File: config.mk
export PLATFORM = sky130hd
export DESIGN_NAME = axon_receiver_flat
export DESIGN_NICKNAME = d
export VERILOG_FILES = /design/src/rtl/rpu_pkg.sv /design/src/rtl/axon_receiver_if.sv /design/src/rtl/spike_event_fifo.sv /design/src/rtl/axon_receiver.sv /design/src/flat_wrapper.sv
export SDC_FILE = /design/constraint.sdc
export NUM_CORES = 1
export LEC_CHECK = 0
export CAP_MARGIN = 20
export CORE_MARGIN = 2
export CORE_UTILIZATION = 53
export DETAILED_ROUTE_END_ITERATION = 10
export GPL_TIMING_DRIVEN = 1
export PLACE_DENSITY_LB_ADDON = 0.08
export SKIP_CTS_REPAIR_TIMING = 1
export SYNTH_ARGS = -nofsm -noshare
export SYNTH_HDL_FRONTEND = slang
export SYNTH_SLANG_ARGS = --single-unit
File: constraint.sdc
create_clock -name clk -period 2.85 [get_ports clk]
set_clock_uncertainty 0.1 [all_clocks]
set_input_delay 0.7125 -clock clk [delete_from_list [all_inputs] [get_ports clk]]
set_output_delay 0.7125 -clock clk [all_outputs]
set_load 0.01 [all_outputs]
File: src/rtl/rpu_pkg.sv
// Shared types for the RPU spike path: routed spike event layout,
// axon receiver dispatch states and the neuron id width.
package rpu_pkg;

    localparam int NEURON_ID_W = 4;

    typedef struct packed {
        logic [NEURON_ID_W-1:0] source_id;
        logic [NEURON_ID_W-1:0] target_id;
    } spike_event_t;

    typedef enum logic [1:0] {
        IDLE    = 2'd0,
        DELIVER = 2'd1,
        GAP     = 2'd2
    } rx_state_t;

    function automatic spike_event_t make_event(
        input logic [NEURON_ID_W-1:0] src,
        input logic [NEURON_ID_W-1:0] tgt
    );
        spike_event_t ev;
        ev.source_id = src;
        ev.target_id = tgt;
        return ev;
    endfunction

endpackage

File: src/rtl/axon_receiver_if.sv
// Valid/ready spike-event link between the axon routing fabric (master)
// and the axon receiver (slave).
interface axon_receiver_if;
    import rpu_pkg::*;

    logic                   spike_valid;
    logic [NEURON_ID_W-1:0] source_id;
    logic [NEURON_ID_W-1:0] target_id;
    logic                   spike_ready;

    modport master (
        output spike_valid,
        output source_id,
        output target_id,
        input  spike_ready
    );

    modport slave (
        input  spike_valid,
        input  source_id,
        input  target_id,
        output spike_ready
    );

endinterface

File: src/rtl/spike_event_fifo.sv
// Synchronous first-word-fall-through event buffer with registered
// full/empty flags; clr empties it in one edge.
module spike_event_fifo #(
    parameter int DEPTH  = 4,
    parameter int DATA_W = 8
) (
    input  logic                     clk,
    input  logic                     rst,
    input  logic                     clr,
    input  logic                     push,
    input  logic [DATA_W-1:0]        din,
    input  logic                     pop,
    output logic [DATA_W-1:0]        dout,
    output logic [$clog2(DEPTH):0]   count,
    output logic                     full,
    output logic                     empty
);

    localparam int PTR_W = $clog2(DEPTH);
    localparam logic [PTR_W:0] CNT_ONE  = (PTR_W + 1)'(1'b1);
    localparam logic [PTR_W:0] CNT_FULL = DEPTH[PTR_W:0];

    logic [DATA_W-1:0] mem_r [DEPTH];
    logic [PTR_W-1:0]  wr_ptr_r;
    logic [PTR_W-1:0]  rd_ptr_r;
    logic              do_push_s;
    logic              do_pop_s;
    logic [PTR_W:0]    count_nxt_s;

    assign do_push_s = push & ~full & ~clr;
    assign do_pop_s  = pop & ~empty & ~clr;
    assign dout      = mem_r[rd_ptr_r];

    // Next occupancy; a simultaneous push and pop leaves it unchanged.
    always_comb begin
        count_nxt_s = count;
        if (do_push_s && !do_pop_s) begin
            count_nxt_s = count + CNT_ONE;
        end else if (!do_push_s && do_pop_s) begin
            count_nxt_s = count - CNT_ONE;
        end else begin
            count_nxt_s = count;
        end
    end

    // Storage array; contents need no reset since occupancy gates reads.
    always_ff @(posedge clk) begin
        if (do_push_s) begin
            mem_r[wr_ptr_r] <= din;
        end
    end

    // Pointers, occupancy and status flags.
    always_ff @(posedge clk) begin
        if (rst || clr) begin
            wr_ptr_r <= '0;
            rd_ptr_r <= '0;
            count    <= '0;
            full     <= 1'b0;
            empty    <= 1'b1;
        end else begin
            if (do_push_s) begin
                wr_ptr_r <= wr_ptr_r + PTR_W'(1'b1);
            end
            if (do_pop_s) begin
                rd_ptr_r <= rd_ptr_r + PTR_W'(1'b1);
            end
            count <= count_nxt_s;
            full  <= (count_nxt_s == CNT_FULL);
            empty <= (count_nxt_s == '0);
        end
    end

endmodule

File: src/rtl/axon_receiver.sv
// Axon receiver: buffers routed spike events and dispatches them as one-hot
// neuron pulses with a minimum gap. Define AXON_RX_STATS_EN for counters.
module axon_receiver
    import rpu_pkg::*;
#(
    parameter int NUM_NEURONS = 16,
    parameter int FIFO_DEPTH  = 4,
    parameter int MIN_GAP     = 2
) (
    input  logic                          clk,
    input  logic                          rst,
    axon_receiver_if.slave                rx,
    input  logic                          deliver_en,
    input  logic                          flush,
    output logic [NUM_NEURONS-1:0]        neuron_spike,
    output logic [NEURON_ID_W-1:0]        spike_src,
    output logic [$clog2(FIFO_DEPTH):0]   fifo_count,
    output logic                          busy
`ifdef AXON_RX_STATS_EN
    ,
    output logic [15:0]                   deliver_count,
    output logic [7:0]                    drop_count
`endif
);

    localparam int GAP_W = (MIN_GAP > 1) ? $clog2(MIN_GAP) : 1;
    localparam logic [NEURON_ID_W:0] NEURON_LIM = NUM_NEURONS[NEURON_ID_W:0];

    spike_event_t       in_ev_s;
    spike_event_t       head_ev_s;
    logic [7:0]         fifo_dout_s;
    logic               fifo_full_s;
    logic               fifo_empty_s;
    logic               accept_s;
    logic               in_range_s;
    logic               push_s;
    logic               pop_s;
    rx_state_t          state_r;
    logic [GAP_W-1:0]   gap_cnt_r;

    // Ready follows the registered full flag, but a flush cycle must refuse
    // the beat in the same cycle so nothing is taken and then thrown away.
    assign rx.spike_ready = ~fifo_full_s & ~flush;
    assign accept_s       = rx.spike_valid & rx.spike_ready;
    assign in_range_s     = ({1'b0, rx.target_id} < NEURON_LIM);
    assign push_s         = accept_s & in_range_s;
    assign pop_s          = (state_r == IDLE) & ~fifo_empty_s & deliver_en & ~flush;
    assign in_ev_s        = make_event(rx.source_id, rx.target_id);
    assign head_ev_s      = fifo_dout_s;
    assign busy           = ~fifo_empty_s | (state_r != IDLE);

    spike_event_fifo #(
        .DEPTH  (FIFO_DEPTH),
        .DATA_W (8)
    ) u_fifo (
        .clk   (clk),
        .rst   (rst),
        .clr   (flush),
        .push  (push_s),
        .din   (in_ev_s),
        .pop   (pop_s),
        .dout  (fifo_dout_s),
        .count (fifo_count),
        .full  (fifo_full_s),
        .empty (fifo_empty_s)
    );

    // Dispatch FSM: one-cycle pulse, then MIN_GAP idle cycles, then IDLE again.
    always_ff @(posedge clk) begin
        if (rst || flush) begin
            state_r      <= IDLE;
            neuron_spike <= '0;
            spike_src    <= '0;
            gap_cnt_r    <= '0;
        end else begin
            case (state_r)
                IDLE: begin
                    if (pop_s) begin
                        state_r      <= DELIVER;
                        neuron_spike <= NUM_NEURONS'(1'b1) << head_ev_s.target_id;
                        spike_src    <= head_ev_s.source_id;
                    end
                end
                DELIVER: begin
                    neuron_spike <= '0;
                    spike_src    <= '0;
                    gap_cnt_r    <= '0;
                    state_r      <= (MIN_GAP > 0) ? GAP : IDLE;
                end
                GAP: begin
                    if (gap_cnt_r == GAP_W'(MIN_GAP - 1)) begin
                        state_r <= IDLE;
                    end else begin
                        gap_cnt_r <= gap_cnt_r + GAP_W'(1'b1);
                    end
                end
                default: begin
                    state_r      <= IDLE;
                    neuron_spike <= '0;
                    spike_src    <= '0;
                    gap_cnt_r    <= '0;
                end
            endcase
        end
    end

`ifdef AXON_RX_STATS_EN
    // Saturating statistics; flush leaves them untouched.
    always_ff @(posedge clk) begin
        if (rst) begin
            deliver_count <= 16'd0;
            drop_count    <= 8'd0;
        end else begin
            if (pop_s && (deliver_count != 16'hFFFF)) begin
                deliver_count <= deliver_count + 16'd1;
            end
            if (accept_s && !in_range_s && (drop_count != 8'hFF)) begin
                drop_count <= drop_count + 8'd1;
            end
        end
    end
`endif

endmodule

File: src/flat_wrapper.sv
// flat-port wrapper written by rule: the top's interface ports become plain ports
module axon_receiver_flat import rpu_pkg::*;
#(
    parameter int NUM_NEURONS = 16,
    parameter int FIFO_DEPTH  = 4,
    parameter int MIN_GAP     = 2
)
  (clk, rst, deliver_en, flush, neuron_spike, spike_src, fifo_count, busy, rx_spike_valid, rx_source_id, rx_target_id, rx_spike_ready);
  axon_receiver_if rx_i ();
  input  logic clk;
  input  logic rst;
  input  logic deliver_en;
  input  logic flush;
  output logic [NUM_NEURONS-1:0] neuron_spike;
  output logic [NEURON_ID_W-1:0] spike_src;
  output logic [$clog2(FIFO_DEPTH):0] fifo_count;
  output logic busy;
  input wire logic [$bits(rx_i.spike_valid)-1:0] rx_spike_valid;
  input wire logic [$bits(rx_i.source_id)-1:0] rx_source_id;
  input wire logic [$bits(rx_i.target_id)-1:0] rx_target_id;
  output wire logic [$bits(rx_i.spike_ready)-1:0] rx_spike_ready;
  assign rx_i.spike_valid = rx_spike_valid;
  assign rx_i.source_id = rx_source_id;
  assign rx_i.target_id = rx_target_id;
  assign rx_spike_ready = rx_i.spike_ready;
  axon_receiver #(.NUM_NEURONS(NUM_NEURONS), .FIFO_DEPTH(FIFO_DEPTH), .MIN_GAP(MIN_GAP)) u_core (.clk(clk), .rst(rst), .rx(rx_i), .deliver_en(deliver_en), .flush(flush), .neuron_spike(neuron_spike), .spike_src(spike_src), .fifo_count(fifo_count), .busy(busy));
endmodule
==> results of run 1 <==
==> metrics by stage <==
step                total power [mW]  hold WS, ns   util  cells  setup slack (ns)
floorplan                       1.08        0.353      -    192             0.494
global placement                1.12        0.352  0.651    298             0.119
detailed placement              1.13        0.361  0.651    298            0.0732
CTS                             1.94        0.376  0.694    314             0.161
global route                    1.98        0.380  0.694    314             0.112
finish                          1.93        0.377  0.694    314             0.172
==> placed cells by master, fill, tap and decap left out, drive strengths merged, types with 5 or more instances in the layout <==
| master | n |
|---|---|
| ha | 6 |
| a22o | 8 |
| nand2 | 11 |
| buf | 11 |
| dfxtp | 34 |
| mux4 | 8 |
| a32o | 8 |
| clkbuf | 9 |
| nor3 | 7 |
| nor2 | 16 |
| inv | 6 |
| a21oi | 8 |
| edfxtp | 32 |
| clkinv | 5 |
| clkdlybuf4s50 | 37 |
==> final cells by class <==
type	instances	area [um2]
Clock buffer	9	124
Clock inverter	7	83.8
Fill cell	347	1450
Inverter	6	22.5
Multi-Input combinational cell	111	893
Sequential cell	66	1640
Tap cell	67	83.8
Timing Repair Buffer	48	453
==> flip-flops by register name (all words and copies together) (netlist names), named ones only <==
| signal | flops |
|---|---|
| u_core.u_fifo.mem_r | 32 |
| u_core.u_fifo.wr_ptr_r | 2 |
| u_core.neuron_spike | 16 |
| u_core.u_fifo.empty | 1 |
| u_core.spike_src | 4 |
| u_core.state_r | 2 |
| u_core.u_fifo.rd_ptr_r | 2 |
| u_core.u_fifo.count | 3 |
| u_core.u_fifo.full | 1 |
| u_core.gap_cnt_r | 1 |
==> layer usage <==
layer | vias up | wire length, um | track usage
met5 | - | 0 | 0
met4 | 0 | 59 | 0.0655
met3 | 6 | 234 | 0.0678
met2 | 47 | 2470 | 0.328
met1 | 862 | 2260 | 0.248
li1 | 831 | - | -
==> path summary, 6_finish.rpt <==
check                     startpoint                       to  slack (ns)  cells past startpoint
max                            flush           rx_spike_ready        0.17                      3
min          u_core.neuron_spike[11]  u_core.neuron_spike[11]        0.38                      1
max reg2reg        u_core.state_r[0]      u_core.u_fifo.empty        0.76                      4
min reg2reg  u_core.neuron_spike[11]  u_core.neuron_spike[11]        0.38                      1
==> worst max-delay path, stage by stage <==
cell	delay, ns
clkdlybuf4s50_1	0.47
nor2_1	0.14
clkdlybuf4s50_1	0.55
==> kinds of logic (layout without fill, tap and decap cells) <==
group	Yosys count	in the layout	synth area share
multiplexers	8	8	0.0688
AO/OA/AOI/OAI	33	33	0.105
adder cells (fa/ha/maj)	6	6	0.0287
flip-flops	66	66	0.627
buffers and inverters	15	70	0.0325
XOR/XNOR	5	5	0.0167
AND/OR/NAND/NOR	59	59	0.122
==> where the power goes <==
part | internal [mW] | total (mW) | switching (mW)
clock network | 0.483 | 0.820 | 0.337
registers | 1.00 | 1.01 | 0.00615
logic | 0.0476 | 0.0985 | 0.0509
total | 1.53 | 1.93 | 0.394
==> reports/results.txt, run 1 <==
Global route overflow - 0
Sequential cell area fraction in the yosys report - 0.627
Critical Path AT - 1.87 ns
CTS tree - built
Largest net degree at the start of global routing - 17
Dominant cells by area after synthesis - edfxtp_1, dfxtp_1, mux4_2, a22o_2, a32o_1
Synth cell count leaders - dfxtp_1, edfxtp_1, nor2_1, nand2_1
Ys async rst share - 0
Pre-Repair DR Iteration Count - 4
Number of global-route vias before repair - 1695
Syn avg cell area - 13.6 um2
Total Wirelength - 5030 um
Initial core utilization - 0.551
RSZ-0062 raised after global routing - false
#FFs+latches synth - 66
Worst slew pin tran - 0.443 ns
Remaining DRCs - 0
Die width - 74.3 um
CTS Buf Count - 9
Area after DPL - 3090 um2
Rel. slew slack - 0.705
Die height - 74.3 um
Post-synth EDFFs - 32
Core box area - 4750 um2
Status - complete, no violations
Max Cap Violations - 0
Die ar. - 5520 um2
Distinct cells, synth - 39
Share of layout cells above drive strength 1 - 0.194
Crit path time final - 2.68 ns
Most common cell in the netlist - dfxtp_1
Clk pin slew, worst setup/hold paths - 0.07 ns
Yosys warns - 0
Peak VDD IR - 419 uV
Post-DP HPWL - 3420 um
Syn nets - 211
Port bufs - 37
WL/cell - 16.0 um
Fin. Hold Viols - 0
Syn Std Cell Area - 2620 um2
Crit end category - primary output
First-pass GRT wire length - 7960 um
Sink Count - 66
Biggest area consumer among synthesized cells - edfxtp_1
Fin. max-slew vios - 0
P&R area growth vs syn - 26.0%
Post-synth top flop - dfxtp_1
Synthesized instance count - 192
Hold crit path type - flip-flop to flip-flop
CTS H-Tree Depth - 3
Initial antenna violation count - 0
Yosys top cell area share - 0.367
Leak pwr - 1.15 nW
Fin crit share - 0.940
Critical path type - input pin to primary output
Final Net Count - 261
Pwr/cell area - 584 nW/um2
IO Pins - 38
Worst-Skew Late Latency - 0.33 ns
Final Wtd Congestion - 0.849
DRT antenna net count - 0
Post-route cell area - 3300 um2
GRT Total Usage - 0.198
Total negative slack - 0 ns
CTS root buf - clkbuf_8
Rows - 25
Fmax - 373 MHz
Setup crit start kind - input pin
Required time worst endpoint - 2.04 ns
Worst-path maximum fanout - 5
Final setup vio count - 0
Initial drt markers - 140
Ant diodes - 0
Vias/cell - 5.56
Vias post-DR - 1746
Clock Path Buffers - 2
Note: power is estimated with default switching activity, not from simulation.
==> inputs of run 2 (changes only) <==
--- a/config.mk
+++ b/config.mk
@@ -5,12 +5,13 @@
 export SDC_FILE = /design/constraint.sdc
 export NUM_CORES = 1
 export LEC_CHECK = 0
-export CAP_MARGIN = 20
+export CAP_MARGIN = 5
 export CORE_MARGIN = 2
 export CORE_UTILIZATION = 53
 export DETAILED_ROUTE_END_ITERATION = 10
 export GPL_TIMING_DRIVEN = 1
 export PLACE_DENSITY_LB_ADDON = 0.08
+export RECOVER_POWER = 50
 export SKIP_CTS_REPAIR_TIMING = 1
 export SYNTH_ARGS = -nofsm -noshare
 export SYNTH_HDL_FRONTEND = slang
==> run 2 against run 1 <==
Against the previous run: global-route usage unchanged; utilization decreased by 0.21 points; fmax hardly changed; combinational power fell by 3.6%; worst setup slack better by 0.0023 ns; first-iteration DRC count is 10% lower; largest power group unchanged.
==> reports/results.txt, run 2 (synthesized netlist as in run 1, its figures left out) <==
Commonest non-fill, non-tap cells in the layout - dfxtp_1, edfxtp_1, dlygate4sd3_1
Final setup vio count - 0
P&R area growth vs syn - 25.6%
Leak pwr - 1.22 nW
Crit path time final - 2.68 ns
Biggest regs - u_core.u_fifo.mem_r x32, u_core.neuron_spike x16, u_core.spike_src x4
Max reg flops - 32
RSZ-0062 raised after global routing - false
Final core occ - 0.692
Fin. max-slew vios - 0
Initial drt markers - 126
Critical path type - input pin to primary output
Internal reg-to-reg setup slack - 0.78 ns
Initial antenna violation count - 0
Rel. slew slack - 0.359
Pre-Repair DR Iteration Count - 4
CTS Buf Count - 9
Die ar. - 5520 um2
Top reg by flops - u_core.u_fifo.mem_r
Global route overflow - 0
PnR Total Power - 1.92 mW
Clk pin slew, worst setup/hold paths - 0.07 ns
Die width - 74.3 um
GRT Total Usage - 0.198
Rows - 25
CTS tree - built
Ant diodes - 0
Number of global-route vias before repair - 1695
Status - complete, no violations
Final Wtd Congestion - 0.849
Commonest non-fill, non-tap cell in the layout - dfxtp_1
Clock Path Buffers - 2
Vias post-DR - 1736
Final Net Count - 261
Post-DP HPWL - 3420 um
Worst-Skew Late Latency - 0.33 ns
Setup crit start kind - input pin
DRT antenna net count - 0
Critical Path AT - 1.86 ns
WL/cell - 15.8 um
Total Wirelength - 4970 um
Share of layout cells above drive strength 1 - 0.182
Worst slew pin tran - 0.962 ns
Hold crit path type - flip-flop to flip-flop
Remaining DRCs - 0
Fin. Hold Viols - 0
Fin crit share - 0.939
CTS H-Tree Depth - 3
Die height - 74.3 um
Initial core utilization - 0.551
Fmax - 374 MHz
Required time worst endpoint - 2.04 ns
Max Cap Violations - 0
Sink Count - 66
Core box area - 4750 um2
Worst-path maximum fanout - 5
Peak VDD IR - 419 uV
First-pass GRT wire length - 7960 um
Port bufs - 37
Pwr/cell area - 585 nW/um2
Total negative slack - 0 ns
Vias/cell - 5.53
IO Pins - 38
Crit end category - primary output
Largest net degree at the start of global routing - 17
Worst hold slack - 0.372 ns
CTS root buf - clkbuf_8
-- run 2: path summary, 6_finish.rpt --
check | from | end | cells past startpoint
max reg2reg | u_core.state_r[0] | u_core.u_fifo.empty | 4
min reg2reg | u_core.neuron_spike[11] | u_core.neuron_spike[11] | 1
max | flush | rx_spike_ready | 3
min | u_core.neuron_spike[11] | u_core.neuron_spike[11] | 1
-- run 2: per-layer routing --
layer  part of all wire  vias up  GRT usage
li1                   -      829          -
met1               0.44      843      0.248
met2               0.50       56      0.328
met3              0.051        8     0.0678
met4              0.015        0     0.0655
met5                  0        -          0
-- run 2: layout make-up --
class,count,area [um2]
Clock inverter,7,83.8
Tap cell,67,83.8
Timing Repair Buffer,48,449
Sequential cell,66,1640
Clock buffer,9,124
Inverter,6,22.5
Multi-Input combinational cell,111,887
Fill cell,350,1460
-- run 2: power by group --
| group | switching [mW] | internal [mW] |
|---|---|---|
| Combinational | 0.0504 | 0.0447 |
| Clock | 0.337 | 0.483 |
| Sequential | 0.00584 | 1.00 |
| Total | 0.393 | 1.53 |
-- run 2: critical path, cell delays in order --
cell,delay [ns]
clkdlybuf4s50_1,0.47
nor2_1,0.13
clkdlybuf4s50_1,0.55
-- run 2: per-stage QoR --
step | worst slack (ns) | instance area, um2 | instances
2_1_floorplan | 0.494 | 2620 | 192
3_3_place_gp | 0.119 | 3090 | 298
3_5_place_dp | 0.0732 | 3090 | 298
4_1_cts | 0.161 | 3300 | 314
5_1_grt | 0.0762 | 3290 | 314
6_report | 0.174 | 3290 | 314
==> inputs of run 3 (changes only) <==
==> constraint.sdc (replaced) <==
create_clock -name clk -period 2.91 [get_ports clk]
set_clock_uncertainty 0.1 [all_clocks]
set_input_delay 0.7275 -clock clk [delete_from_list [all_inputs] [get_ports clk]]
set_output_delay 0.7275 -clock clk [all_outputs]
set_load 0.01 [all_outputs]
==> run 3 against run 2 <==
Against the previous run: sequential share of layout area rose by 0.87 points; first-iteration DRC count rose by 8.7%; critical path depth did not move; clock power fell by 25%; sequential cell count did not move; hold slack got worse by 0.0067 ns; sequential power barely moved; via count fell by 1.6%; cell area fell by 1.7%; non-clock buffer count fell by 1; combinational power fell by 3.5%; highest routed layer unchanged.
==> reports/results.txt, run 3 (synthesized netlist as in run 1, its figures left out) <==
Status - complete, no violations
CTS tree - built
Commonest non-fill, non-tap cell in the layout - dfxtp_1
Final Wtd Congestion - 0.798
Comb pwr share - 0.054
Top reg by flops - u_core.u_fifo.mem_r
Total Wirelength - 4960 um
Final setup vio count - 0
Worst slew pin tran - 0.954 ns
Largest net degree at the start of global routing - 17
Crit path time final - 2.72 ns
GRT Total Usage - 0.205
Initial drt markers - 137
Remaining DRCs - 0
Max reg flops - 32
Global route overflow - 0
Die ar. - 5520 um2
Biggest regs - u_core.u_fifo.mem_r x32, u_core.neuron_spike x16, u_core.spike_src x4
Max Cap Violations - 0
Worst-Skew Late Latency - 0.33 ns
Leak pwr - 1.18 nW
Sequential group share of total power - 0.582
Vias/cell - 5.46
Vias post-DR - 1708
Commonest non-fill, non-tap cells in the layout - dfxtp_1, edfxtp_1, dlygate4sd3_1
Fmax - 367 MHz
Core box area - 4750 um2
DRT antenna net count - 0
Critical Path AT - 1.89 ns
Int Pwr - 1.32 mW
Peak VDD IR - 506 uV
Crit end category - primary output
Ant diodes - 0
WL/cell - 15.8 um
Hold crit path type - flip-flop to flip-flop
Rel. slew slack - 0.364
Fin. Hold Viols - 0
Share of layout cells above drive strength 1 - 0.167
Rows - 25
First-pass GRT wire length - 8230 um
CTS Buf Count - 9
Die width - 74.3 um
Final Net Count - 260
P&R area growth vs syn - 23.5%
Clock share of power - 0.364
Clk pin slew, worst setup/hold paths - 0.07 ns
Post-DP HPWL - 3510 um
Worst-path maximum fanout - 5
Number of global-route vias before repair - 1702
Sw frac - 0.221
Port bufs - 37
Fin crit share - 0.935
IO Pins - 38
Required time worst endpoint - 2.08 ns
Initial antenna violation count - 0
CTS H-Tree Depth - 3
Pre-Repair DR Iteration Count - 4
Critical path type - input pin to primary output
Sw power - 0.376 mW
Initial core utilization - 0.551
CTS root buf - clkbuf_8
Die height - 74.3 um
Final core occ - 0.681
Clock Path Buffers - 2
Sink Count - 66
Total negative slack - 0 ns
Pwr/cell area - 525 nW/um2
RSZ-0062 raised after global routing - false
Fin. max-slew vios - 0
Setup crit start kind - input pin
## run 3: final cells by class
type	instances	area [um2]
clock buffers	11	131
well taps	67	83.8
clock inverters	5	21.3
fillers	356	1520
inverters	6	22.5
repair buffers	47	442
multi-input cells	111	893
flip-flops and latches	66	1640
## run 3: metal layers
metal | vias up | global-route usage | share of wire
li1 | 830 | - | -
met1 | 817 | 0.273 | 0.45
met2 | 56 | 0.312 | 0.49
met3 | 5 | 0.0623 | 0.053
met4 | 0 | 0.0972 | 0.0083
met5 | - | 0 | 0
## run 3: metrics by stage
stage,setup slack (ns),instance area [um2],hold slack [ns],cells,power (mW)
after floorplan,0.539,2620,0.353,192,1.06
after global placement,0.163,3090,0.352,297,1.10
after detailed placement,0.113,3090,0.355,297,1.10
after CTS,0.186,3240,0.371,313,1.72
after global routing,0.0838,3240,0.375,313,1.76
final,0.189,3240,0.365,313,1.70
## run 3: worst max-delay path: stages
cell             delay, ns
clkdlybuf4s50_1       0.48
nor2_1                0.15
clkdlybuf4s50_1       0.54
## run 3: worst paths after layout
check	startpoint	to	slack, ns	cells after the start
worst max register to register	u_core.state_r[0]	u_core.u_fifo.empty	0.82	4
worst max-delay path	flush	rx_spike_ready	0.19	3
worst min-delay path	u_core.neuron_spike[4]	u_core.neuron_spike[4]	0.37	1
worst min register to register	u_core.neuron_spike[4]	u_core.neuron_spike[4]	0.37	1
## run 3: power by group through the flow
| stage | Combinational (mW) | Clock (mW) | Sequential (mW) |
|---|---|---|---|
| after floorplan | 0.0504 | 0 | 1.01 |
| after global placement | 0.0908 | 0 | 1.01 |
| after detailed placement | 0.0944 | 0 | 1.01 |
| after CTS | 0.0949 | 0.632 | 0.989 |
| after global routing | 0.101 | 0.668 | 0.989 |
| final | 0.0917 | 0.619 | 0.989 |
